[src/rtl/gt_victim_cache.sv]
// Fully-associative victim cache behind the direct-mapped L1: holds evicted lines,
// answers L1 miss lookups one cycle later and hands a hit line back (swap semantics).
module gt_victim_cache #(
  parameter int unsigned DEPTH = 4,
  parameter int unsigned PTR_W = 2,
  parameter int unsigned CNT_W = 16
) (
  input  logic               CLK,
  input  logic               RST,
  input  logic               req_valid,
  input  logic [31:0]        req_addr,
  input  logic               evict_valid,
  input  logic [26:0]        evict_tag,
  input  logic [255:0]       evict_data,
  output logic               resp_valid,
  output logic               resp_hit,
  output logic [255:0]       resp_data,
  output logic [PTR_W:0]     occupancy,
  output logic [CNT_W-1:0]   hit_count,
  output logic [CNT_W-1:0]   miss_count
);

  localparam int unsigned TAG_W  = 27;
  localparam int unsigned DATA_W = 256;
  localparam int unsigned OCC_W  = PTR_W + 1;

  logic [DEPTH-1:0]  valid_q, valid_d;
  logic [TAG_W-1:0]  tag_q  [DEPTH];
  logic [DATA_W-1:0] data_q [DEPTH];
  logic [PTR_W-1:0]  ptr_q, ptr_d;

  logic              resp_valid_q, resp_valid_d;
  logic              resp_hit_q, resp_hit_d;
  logic [DATA_W-1:0] resp_data_q, resp_data_d;
  logic [OCC_W-1:0]  occ_q, occ_d;
  logic [CNT_W-1:0]  hit_cnt_q, hit_cnt_d;
  logic [CNT_W-1:0]  miss_cnt_q, miss_cnt_d;

  logic [TAG_W-1:0]  req_tag;
  logic              hit_any, match_any, free_any, lookup_hit;
  logic [PTR_W-1:0]  hit_idx, match_idx, free_idx, wr_idx;

  // Byte offset within the line is resolved by the L1.
  logic unused_addr_bits;
  assign unused_addr_bits = ^req_addr[4:0];

  // Tag search, slot selection and next-state computation
  always_comb begin
    req_tag      = req_addr[31:5];
    hit_any      = 1'b0;
    hit_idx      = '0;
    match_any    = 1'b0;
    match_idx    = '0;
    free_any     = 1'b0;
    free_idx     = '0;
    wr_idx       = ptr_q;
    ptr_d        = ptr_q;
    valid_d      = valid_q;
    occ_d        = '0;
    resp_valid_d = req_valid;
    resp_hit_d   = 1'b0;
    resp_data_d  = '0;
    hit_cnt_d    = hit_cnt_q;
    miss_cnt_d   = miss_cnt_q;

    for (int i = 0; i < int'(DEPTH); i++) begin
      if (valid_q[i] && tag_q[i] == req_tag) begin
        hit_any = 1'b1;
        hit_idx = PTR_W'(i);
      end
      if (valid_q[i] && tag_q[i] == evict_tag) begin
        match_any = 1'b1;
        match_idx = PTR_W'(i);
      end
    end
    // Descending scan leaves the lowest-index free slot selected
    for (int i = int'(DEPTH) - 1; i >= 0; i--) begin
      if (!valid_q[i]) begin
        free_any = 1'b1;
        free_idx = PTR_W'(i);
      end
    end

    lookup_hit = req_valid && hit_any;

    if (match_any)       wr_idx = match_idx;
    else if (lookup_hit) wr_idx = hit_idx;
    else if (free_any)   wr_idx = free_idx;
    else                 wr_idx = ptr_q;

    if (evict_valid && !match_any && !lookup_hit && !free_any)
      ptr_d = ptr_q + PTR_W'(1);

    if (lookup_hit)  valid_d[hit_idx] = 1'b0;
    if (evict_valid) valid_d[wr_idx]  = 1'b1;

    for (int i = 0; i < int'(DEPTH); i++)
      occ_d = occ_d + OCC_W'(valid_d[i]);

    if (lookup_hit) begin
      resp_hit_d  = 1'b1;
      resp_data_d = data_q[hit_idx];
      if (hit_cnt_q != '1) hit_cnt_d = hit_cnt_q + CNT_W'(1);
    end else if (req_valid) begin
      if (miss_cnt_q != '1) miss_cnt_d = miss_cnt_q + CNT_W'(1);
    end
  end

  // State and registered outputs; tag/data storage needs no reset
  always_ff @(posedge CLK) begin
    if (RST) begin
      valid_q      <= '0;
      ptr_q        <= '0;
      resp_valid_q <= 1'b0;
      resp_hit_q   <= 1'b0;
      resp_data_q  <= '0;
      occ_q        <= '0;
      hit_cnt_q    <= '0;
      miss_cnt_q   <= '0;
    end else begin
      valid_q      <= valid_d;
      ptr_q        <= ptr_d;
      resp_valid_q <= resp_valid_d;
      resp_hit_q   <= resp_hit_d;
      resp_data_q  <= resp_data_d;
      occ_q        <= occ_d;
      hit_cnt_q    <= hit_cnt_d;
      miss_cnt_q   <= miss_cnt_d;
      if (evict_valid) begin
        tag_q[wr_idx]  <= evict_tag;
        data_q[wr_idx] <= evict_data;
      end
    end
  end

  assign resp_valid = resp_valid_q;
  assign resp_hit   = resp_hit_q;
  assign resp_data  = resp_data_q;
  assign occupancy  = occ_q;
  assign hit_count  = hit_cnt_q;
  assign miss_count = miss_cnt_q;

endmodule

[config.mk]
export PLATFORM = sky130hd
export DESIGN_NAME = gt_victim_cache
export DESIGN_NICKNAME = d
export VERILOG_FILES = /design/src/rtl/gt_victim_cache.sv
export SDC_FILE = /design/constraint.sdc
export NUM_CORES = 2
export LEC_CHECK = 0
export ABC_AREA = 1
export BUFFER_PORTS_ARGS = -buffer_cell sky130_fd_sc_hd__buf_2
export CELL_PAD_IN_SITES_DETAIL_PLACEMENT = 1
export CELL_PAD_IN_SITES_GLOBAL_PLACEMENT = 2
export CORE_MARGIN = 2
export CORE_UTILIZATION = 30
export DETAILED_ROUTE_END_ITERATION = 8
export PLACE_DENSITY_LB_ADDON = 0.1
export SETUP_SLACK_MARGIN = 0.2
export SYNTH_ARGS = -nofsm -noshare
export SYNTH_HDL_FRONTEND = slang
export SYNTH_SLANG_ARGS = --single-unit
export TNS_END_PERCENT = 100
[constraint.sdc]
create_clock -name CLK -period 21.4 [get_ports CLK]
set_input_delay 1.07 -clock CLK [delete_from_list [all_inputs] [get_ports CLK]]
set_output_delay 1.07 -clock CLK [all_outputs]
set_load 0.05 [all_outputs]
==> impl_results.md <==
- Post-route setup slack: around 15,000 ps
- Root buf cell: clkbuf_16
- Die boundary width: approximately 430 um
- Hpwl dp: ~120 mm
- Core footprint: between 150,000 and 200,000 um2
- Clock Latency Late Sink: between 800 and 900 ps
- Final setup fails: 0
- I/O Buffers: around 610
- Finished Core Util: a little over a third
- Setup TNS: 0 ps
- DRT Pass-1 Iters: 5
- Most frequent cells in the layout: 1,132 x edfxtp_1, 786 x nand2_1, 606 x buf_2, 464 x inv_1, 299 x dfxtp_1
- Post-CTS Setup Bufs: 0
- Cell variety after synth: 45
- Synth Flop Type: edfxtp_1
- Clock power share: a little under half
- Setup crit start: req_addr[28]
- Mapped Area: 54,140 um2
- Synthesized flop and latch total: between 1,000 and 1,500
- Initial antenna violation count: 91
- Worst Path Arrival: roughly 6700 ps
- Syn_area_per_cell: roughly 13 um2
- Tightest Pin Transition: approximately 1300 ps
- H-tree depth: 4
- Tot Pwr: 0.006069 W
- Hold Path Sink: miss_count[8]$_SDFFE_PP0P_
- Clk_skew: about 46 ps
- Cts hold-fix bufs: 0
- GRT overflow: 0
- Hold crit path type: reg2reg
- Internal power: between 0.004 and 0.005 W
- Clock Path Buffers: 3
- R2R Path End: data_q[3][177]$_DFFE_PP_
- GRT Util Overall: ~20%
- Max frequency: 0.1597 GHz
- Initial DRC count: 1,739
- Initial Utilization: between 30% and 40%
- DRC viols: 0
- Ys Warns: 0
- Worst-path clk slew: ~60 ps
- Pre-CTS worst setup slack: about 14,000 ps
- Final hold violations: 0
- Final Critical Period: about 6300 ps
- CP endpoint kind: flip-flop
- Worst EP required: 21,810 ps
- Max_cap viols: 0
- DR WL/cell: ~26 um
- Hold path start: miss_count[8]$_SDFFE_PP0P_
- First-pass GRT wire length: 266.5 mm
- CTS tree: yes
- Tcrit/Tclk final: 29.26%
- Row count: about 160
- CTS buffer count: approximately 170
- Startpoint types: input pin
- Via count: around 36,000
- Nets: about 5,100
- Post-synth EDFFs: 1,132
- Area Overhead vs Synth: 20.35%
- Leak pwr: 25.10 nW
- Largest net degree at the start of global routing: about 190
- IO Count: 612
- Unrepaired setup endpoints after global routing: false
- Routed vias/inst: ~4.9
- Pwr dens: slightly above 90 nW/um2
- Part of the power in registers: around half
- Commonest non-fill, non-tap cell in the layout: edfxtp_1
- Fill count: roughly 19,000
- Min-Delay Path Depth: 2
- Share of synthesized flip-flops with an asynchronous set or reset: 0%
- Slew HR: 16.08%
- Synthesized netlist cell count: around 4,200
- Layout cells sized above 1: a little under a fifth
- Switching share of power: between 20% and 30%
- Setup slack, reg-to-reg: around 15,000 ps
- Die ar.: approximately 180,000 um2
- Final hold slack: around 470 ps
- Synthesized net count: around 4,500
- Worst Setup Path Type: in2reg
- NetSw: ~0.0013 W
- Antenna Nets Post-Route: 0
- Critical path peak fanout: 64
- Cts repair resizes: 0
- Worst r2r path cells: 18
- Status: finished clean
- Post-synthesis sequential area ratio: approximately 74%
- RR Startpoint: tag_q[1][23]$_DFFE_PP_
- Vias in the first global route: 36,450
- DRT Wirelength: 187.4 mm
- Die height: around 430 um
- Slew Viols, Final: 0
- Peak supply drop: ~0.07 mV
- Comb power frac: under 10%
- Routability-driven placement congestion ratio: 0.9112
- Num Clock Sinks: ~1,400
per-stage QoR:
| stage | area [um2] | instances |
|---|---|---|
| after global routing | 65140 | 7329 |
| after global placement | 59680 | 7009 |
| after CTS | 65110 | 7318 |
| final | 65150 | 7336 |
| after detailed placement | 59680 | 7009 |
| after floorplan | 54140 | 4216 |
flip-flops by register name (all words and copies together), names as in the netlist:
name        flops
tag_q         108
hit_count      16
resp_hit        1
occupancy       3
data_q       1024
valid_q         4
resp_data     256
ptr_q           2
resp_valid      1
miss_count     16
synthesized netlist by cell type, drive strengths merged (66+ instances only):
master	instances	area, um2
a21oi	287	1448
buf	105	518.0
clkbuf	102	382.9
dfxtp	299	5986
edfxtp	1132	33990
inv	472	1772
nand2	790	2973
nand3	66	345.3
nand4	75	469.2
nor2	169	649.4
o211ai	258	1937
o221ai	256	2242
layer usage:
metal | global-route usage (%) | part of all wire [%] | vias to the layer above
li1 | - | - | 16550
met1 | 23.94 | 41 | 17810
met4 | 7.293 | 3.6 | 54
met2 | 34.55 | 50 | 812
met5 | 0 | 0.19 | -
met3 | 4.854 | 5.0 | 373
kinds of logic (layout without fill, tap and decap cells):
logic type	Yosys count	count (layout)	synth area share (%)
compound gates	857	857	11.00
simple gates	1181	1181	9.069
buf+inv	679	1426	4.937
other cells	0	18	0
fa+ha+maj	5	5	0.1294
flops	1431	1431	73.85
xor+xnor	63	63	1.019
power by group through the flow:
| stage | registers [W] | clock network (W) | logic, W |
|---|---|---|---|
| finish | 0.00307 | 0.00280 | 0.000201 |
| global route | 0.00307 | 0.00299 | 0.000221 |
| CTS | 0.00307 | 0.00289 | 0.000204 |
| detailed placement | 0.00313 | 0 | 0.000203 |
| global placement | 0.00312 | 0 | 0.000201 |
| floorplan | 0.00315 | 0 | 0.0000834 |
worst max-delay path by stage:
stage / endpoint / depth (start not counted)
after global placement: data_q[3][164]$_DFFE_PP_ / 19
after global routing: data_q[3][176]$_DFFE_PP_ / 18
after CTS: data_q[3][237]$_DFFE_PP_ / 18
final: data_q[3][177]$_DFFE_PP_ / 20
after floorplan: data_q[3][0]$_DFFE_PP_ / 17
after detailed placement: data_q[3][164]$_DFFE_PP_ / 19
worst max-delay path, stage by stage:
cell	delay, ps
buf_2	130
inv_1	90
nand2_1	280
nand2_1	90
nor2_1	320
nand2_1	130
nor2_1	100
nand2_1	100
nor2_4	80
buf_4	660
a21oi_4	90
buf_4	360
nand3_1	210
nand2_1	70
nand2_1	80
nand3_1	170
nor3_2	210
buf_4	550
buf_4	700
buf_4	890
layout make-up:
class,count,area [um2],share of cell area (%)
Antenna cell,18,45.04,0.06913
Clock buffer,242,4743,7.280
Clock inverter,67,684.4,1.050
Inverter,472,1779,2.731
Multi-Input combinational cell,2106,11540,17.71
Sequential cell,1431,39980,61.36
Tap cell,2355,2947,4.523
Timing Repair Buffer,645,3438,5.277
(Power assumes the default switching activity.)
